===== src/rtl/mc_main_fsm_if.sv =====
// Control bundle between the main FSM and the multi-cycle datapath.
// Master is the FSM; slave is the datapath/memory side.
interface mc_main_fsm_if;
  logic [6:0] op;
  logic       zero;
  logic       mem_ready;
  logic       pc_write;
  logic       adr_src;
  logic       mem_write;
  logic       ir_write;
  logic [1:0] result_src;
  logic [1:0] alu_src_a;
  logic [1:0] alu_src_b;
  logic [1:0] alu_op;
  logic       reg_write;
  logic [3:0] state;

  modport master (
    input  op, zero, mem_ready,
    output pc_write, adr_src, mem_write, ir_write, result_src,
           alu_src_a, alu_src_b, alu_op, reg_write, state
  );

  modport slave (
    output op, zero, mem_ready,
    input  pc_write, adr_src, mem_write, ir_write, result_src,
           alu_src_a, alu_src_b, alu_op, reg_write, state
  );
endinterface


===== src/rtl/mc_main_fsm.sv =====
// Main control FSM of the multi-cycle RV32I core (lw/sw/R/I-ALU/beq/jal).
// Datapath controls are decoded from the state register; strobes wait on mem_ready.
module mc_main_fsm #(
  parameter bit USE_MEM_READY = 1'b1
) (
  input  logic            clk,
  input  logic            reset,
  mc_main_fsm_if.master   bus
);

  localparam int unsigned OP_W = 7;

  localparam logic [OP_W-1:0] OP_LW   = 7'b0000011;
  localparam logic [OP_W-1:0] OP_SW   = 7'b0100011;
  localparam logic [OP_W-1:0] OP_R    = 7'b0110011;
  localparam logic [OP_W-1:0] OP_I    = 7'b0010011;
  localparam logic [OP_W-1:0] OP_BEQ  = 7'b1100011;
  localparam logic [OP_W-1:0] OP_JAL  = 7'b1101111;

  typedef enum logic [3:0] {
    S_FETCH    = 4'd0,
    S_DECODE   = 4'd1,
    S_MEMADR   = 4'd2,
    S_MEMREAD  = 4'd3,
    S_MEMWB    = 4'd4,
    S_MEMWRITE = 4'd5,
    S_EXECUTER = 4'd6,
    S_EXECUTEI = 4'd7,
    S_ALUWB    = 4'd8,
    S_BEQ      = 4'd9,
    S_JAL      = 4'd10
  } state_e;

  state_e     state_q, state_d;
  logic       rdy;
  logic       pc_update;
  logic       branch;
  logic       ir_write_raw;
  logic       mem_write_raw;
  logic       reg_write_raw;
  logic       adr_src_d;
  logic [1:0] result_src_d;
  logic [1:0] alu_src_a_d;
  logic [1:0] alu_src_b_d;
  logic [1:0] alu_op_d;

  assign rdy = bus.mem_ready | ~USE_MEM_READY;

  // State register; reset returns to FETCH immediately
  always_ff @(posedge clk or posedge reset) begin
    if (reset) begin
      state_q <= S_FETCH;
    end else begin
      state_q <= state_d;
    end
  end

  // Next-state and per-state datapath controls
  always_comb begin
    state_d       = S_FETCH;
    pc_update     = 1'b0;
    branch        = 1'b0;
    ir_write_raw  = 1'b0;
    mem_write_raw = 1'b0;
    reg_write_raw = 1'b0;
    adr_src_d     = 1'b0;
    result_src_d  = 2'b00;
    alu_src_a_d   = 2'b00;
    alu_src_b_d   = 2'b00;
    alu_op_d      = 2'b00;

    case (state_q)
      S_FETCH: begin
        alu_src_b_d  = 2'b10;
        result_src_d = 2'b10;
        ir_write_raw = rdy;
        pc_update    = rdy;
        state_d      = rdy ? S_DECODE : S_FETCH;
      end
      S_DECODE: begin
        // Branch target is computed here so BEQ can use ALUOut
        alu_src_a_d = 2'b01;
        alu_src_b_d = 2'b01;
        case (bus.op)
          OP_LW, OP_SW: state_d = S_MEMADR;
          OP_R:         state_d = S_EXECUTER;
          OP_I:         state_d = S_EXECUTEI;
          OP_BEQ:       state_d = S_BEQ;
          OP_JAL:       state_d = S_JAL;
          default:      state_d = S_FETCH;
        endcase
      end
      S_MEMADR: begin
        alu_src_a_d = 2'b10;
        alu_src_b_d = 2'b01;
        state_d     = (bus.op == OP_LW) ? S_MEMREAD : S_MEMWRITE;
      end
      S_MEMREAD: begin
        adr_src_d = 1'b1;
        state_d   = rdy ? S_MEMWB : S_MEMREAD;
      end
      S_MEMWB: begin
        result_src_d  = 2'b01;
        reg_write_raw = 1'b1;
        state_d       = S_FETCH;
      end
      S_MEMWRITE: begin
        adr_src_d     = 1'b1;
        mem_write_raw = rdy;
        state_d       = rdy ? S_FETCH : S_MEMWRITE;
      end
      S_EXECUTER: begin
        alu_src_a_d = 2'b10;
        alu_op_d    = 2'b10;
        state_d     = S_ALUWB;
      end
      S_EXECUTEI: begin
        alu_src_a_d = 2'b10;
        alu_src_b_d = 2'b01;
        alu_op_d    = 2'b10;
        state_d     = S_ALUWB;
      end
      S_ALUWB: begin
        reg_write_raw = 1'b1;
        state_d       = S_FETCH;
      end
      S_BEQ: begin
        alu_src_a_d = 2'b10;
        alu_op_d    = 2'b01;
        branch      = 1'b1;
        state_d     = S_FETCH;
      end
      S_JAL: begin
        // PC takes the target from ALUOut; ALU forms OldPC+4 for rd
        alu_src_a_d = 2'b01;
        alu_src_b_d = 2'b10;
        pc_update   = 1'b1;
        state_d     = S_ALUWB;
      end
      default: begin
        state_d = S_FETCH;
      end
    endcase
  end

  // Architectural strobes are killed while reset is held
  assign bus.pc_write   = ~reset & (pc_update | (branch & bus.zero));
  assign bus.ir_write   = ~reset & ir_write_raw;
  assign bus.mem_write  = ~reset & mem_write_raw;
  assign bus.reg_write  = ~reset & reg_write_raw;
  assign bus.adr_src    = adr_src_d;
  assign bus.result_src = result_src_d;
  assign bus.alu_src_a  = alu_src_a_d;
  assign bus.alu_src_b  = alu_src_b_d;
  assign bus.alu_op     = alu_op_d;
  assign bus.state      = state_q;

endmodule


===== src/flat_wrapper.sv =====
// flat-port wrapper written by rule: the top's interface ports become plain ports
module mc_main_fsm_flat 
#(
  parameter bit USE_MEM_READY = 1'b1
)
  (clk, reset, bus_op, bus_zero, bus_mem_ready, bus_pc_write, bus_adr_src, bus_mem_write, bus_ir_write, bus_result_src, bus_alu_src_a, bus_alu_src_b, bus_alu_op, bus_reg_write, bus_state);
  mc_main_fsm_if bus_i ();
  input  logic clk;
  input  logic reset;
  input wire logic [$bits(bus_i.op)-1:0] bus_op;
  input wire logic [$bits(bus_i.zero)-1:0] bus_zero;
  input wire logic [$bits(bus_i.mem_ready)-1:0] bus_mem_ready;
  output wire logic [$bits(bus_i.pc_write)-1:0] bus_pc_write;
  output wire logic [$bits(bus_i.adr_src)-1:0] bus_adr_src;
  output wire logic [$bits(bus_i.mem_write)-1:0] bus_mem_write;
  output wire logic [$bits(bus_i.ir_write)-1:0] bus_ir_write;
  output wire logic [$bits(bus_i.result_src)-1:0] bus_result_src;
  output wire logic [$bits(bus_i.alu_src_a)-1:0] bus_alu_src_a;
  output wire logic [$bits(bus_i.alu_src_b)-1:0] bus_alu_src_b;
  output wire logic [$bits(bus_i.alu_op)-1:0] bus_alu_op;
  output wire logic [$bits(bus_i.reg_write)-1:0] bus_reg_write;
  output wire logic [$bits(bus_i.state)-1:0] bus_state;
  assign bus_i.op = bus_op;
  assign bus_i.zero = bus_zero;
  assign bus_i.mem_ready = bus_mem_ready;
  assign bus_pc_write = bus_i.pc_write;
  assign bus_adr_src = bus_i.adr_src;
  assign bus_mem_write = bus_i.mem_write;
  assign bus_ir_write = bus_i.ir_write;
  assign bus_result_src = bus_i.result_src;
  assign bus_alu_src_a = bus_i.alu_src_a;
  assign bus_alu_src_b = bus_i.alu_src_b;
  assign bus_alu_op = bus_i.alu_op;
  assign bus_reg_write = bus_i.reg_write;
  assign bus_state = bus_i.state;
  mc_main_fsm #(.USE_MEM_READY(USE_MEM_READY)) u_core (.clk(clk), .reset(reset), .bus(bus_i));
endmodule

===== config.mk =====
export PLATFORM = sky130hd
export DESIGN_NAME = mc_main_fsm_flat
export DESIGN_NICKNAME = d
export VERILOG_FILES = /design/src/rtl/mc_main_fsm_if.sv /design/src/rtl/mc_main_fsm.sv /design/src/flat_wrapper.sv
export SDC_FILE = /design/constraint.sdc
export NUM_CORES = 1
export LEC_CHECK = 0
export ABC_AREA = 1
export CAP_MARGIN = 0
export CORE_AREA = 2 2 39 41
export DETAILED_ROUTE_END_ITERATION = 10
export DIE_AREA = 0 0 41 43
export PLACE_DENSITY = 0.79
export SYNTH_ARGS = -nofsm -noshare
export SYNTH_HDL_FRONTEND = slang
export SYNTH_SLANG_ARGS = --single-unit

===== constraint.sdc =====
create_clock -name clk -period 2.2 [get_ports clk]
set_clock_uncertainty 0.1 [all_clocks]
set_input_delay 0.55 -clock clk [delete_from_list [all_inputs] [get_ports clk]]
set_output_delay 0.55 -clock clk [all_outputs]
set_load 0.02 [all_outputs]

==> out/results.ini <==
[status]
outcome=finished clean

[place]
dpl.hpwl_microns=1213
gp_congestion=0.7382
numPortBuffers=27
placed_cells=141
dpl_cell_area_sq_um=858.3

[grt]
grt_max_degree=6
grt_pass1_vias=632
grt_pass1_wl_microns=2421
grt.overflow.total=0
antenna_found_initial=0
grt_usage=0.1998

[final_layout]
layout_common_cells=nand2_1, clkdlybuf4s50_1, inv_1
fill_cells=143
largest_register_ffs=4
multi_input_area_sq_um=340.3
seq_area_sq_um=100.1
final_cells=144
drive_gt1_frac=0.2891
final_common_cell=nand2_1
final_nets=141
diodes=0
final_area_sq_um=862.1
syn_to_final_growth_pct=69.70

[sta]
rsz0062_at_grt=false
max_clock_freq_ghz=0.4800
tightestPinTransition_ns=0.2490
maxSlewHeadroom=0.8327
fin_crit_sh=0.9469
setup_violations=0
hold_viol_final=0
report.final.slew_viol_count=0
fin_crit_ns=2.083
tns_ns=0
fin_hold_ws_ns=0.4389

[floorplan]
core_sq_um=1384
start_util=0.3671
pin_count=28
die_area_sq_um=1763
die_h_microns=43
die_width_microns=41
num_rows=14

[route]
routed_wl_microns=1377
routedWlPerCell_microns=9.563
routed-via-count=670
drt_iter0_drc=9
vias_per_cell=4.653
first_pass_iters=4
drc=0
ant_nets=0

[setup_path]
crit_type=reg2out
arrival_ns=1.43
rr_worst_depth=7
r2r_start=u_core.bus.state[1]
crit_required_ns=1.55
end_kind=output port
r2r-end=u_core.bus.state[0]
rrSetupSlack_ns=0.90
critPathMaxFanout=5
start_kind=register

[yosys]
ys_seq_area_frac=0.1970
syn-num-nets=101
synthCells=90
synth_top_cells_by_area=nand2_1, dfrtp_1, nand3_1
syn_area_sq_um=508.0
syn_area_per_cell_sq_um=5.644
synth_top_cell_by_area=nand2_1
ys_seq_elements=4
synth_top_area_share=0.1995
synth_cell_types=18
yosysWarningCount=0

[clocking]
insertion_delay_ns=0.23
clkTransAtPathRegs_ns=0.04
cts_hold_buf=0
cts_root_buf=clkbuf_4
cts_max_level=1
cts_buffers=3
cts.sinks=4
cts_setup_buffers=0
cts_tree=yes
cts_buffer_depth=2

[power]
pwr-share-clk=0.293
power_density_nw_per_um2=359.4
power.leakage_nw=0.4949
p_int_mw=0.1987
p_total_mw=0.3099
swShare=0.3587
p_switching_mw=0.1111
combPwrFrac=0.444
seqPwrFrac=0.263
ir_drop_mv=0.2542

[hold_path]
hp-class=in2async

[run]
cap_violations=0

==> power by group through the flow <==
| stage | logic [mW] | clock network [mW] | registers [mW] |
|---|---|---|---|
| final | 0.138 | 0.0907 | 0.0816 |
| after floorplan | 0.0689 | 0 | 0.0858 |
| after global routing | 0.152 | 0.105 | 0.0818 |
| after detailed placement | 0.150 | 0 | 0.0821 |
| after CTS | 0.139 | 0.0932 | 0.0816 |
| after global placement | 0.148 | 0 | 0.0819 |
==> worst max-delay path: stages, from the launching register on <==
cell           delay (ns)
dfrtp_1              0.43
nor2_2               0.17
buf_4                0.14
nand2_1              0.07
nand2_1              0.07
dlygate4sd2_1        0.32
==> cells in the mapped netlist, drive strengths merged <==
cell and number:
inv 19, a21oi 2, nor3 2, nand3b 2, a211oi 1, nor2 15
nand2 31, clkinv 1, dfrtp 4, nand3 10, o211ai 1, o21ai 2
==> worst max path at each step <==
stage,slack [ns],cells after the start,endpoint,from
CTS,0.03,6,bus_pc_write,bus_mem_ready
finish,0.12,5,bus_alu_src_b[1],u_core.bus.state[3]
global route,0.02,5,bus_alu_src_b[1],u_core.bus.state[3]
detailed placement,-0.43,3,bus_reg_write,reset
floorplan,0.27,3,bus_reg_write,u_core.bus.state[0]
global placement,-0.40,6,bus_pc_write,bus_mem_ready
==> per-stage QoR <==
stage	worst slack (ns)	utilization
finish	0.1168	0.6230
global route	0.01950	0.6230
CTS	0.02915	0.6230
detailed placement	-0.4349	0.6203
global placement	-0.4021	0.6203
floorplan	0.2654	-
==> per-layer routing <==
| layer | GRT usage | up-vias | wire length [microns] |
|---|---|---|---|
| li1 | - | 356 | - |
| met1 | 0.1895 | 284 | 501 |
| met2 | 0.3813 | 28 | 749 |
| met3 | 0.03141 | 2 | 115 |
| met4 | 0.08000 | 0 | 10 |
| met5 | 0 | - | 0 |
==> cells by family after synthesis <==
family | count (synthesis) | share of synthesized area
simple gates | 60 | 0.5862
compound gates | 6 | 0.06898
flops | 4 | 0.1971
buf+inv | 20 | 0.1478
==> repair_timing <==
action	CTS	global route
setup endpoints to repair	13	4
pin swaps	0	0
gates resized for setup	29	4
==> final cells by class <==
type / instances / area share
sequential: 4 / 0.1161
multi-input combinational: 66 / 0.3948
timing repair buffer: 35 / 0.3527
inverter: 20 / 0.08708
clock buffer: 3 / 0.02612
tap: 16 / 0.02322
Note: power is estimated with default switching activity, not from simulation.
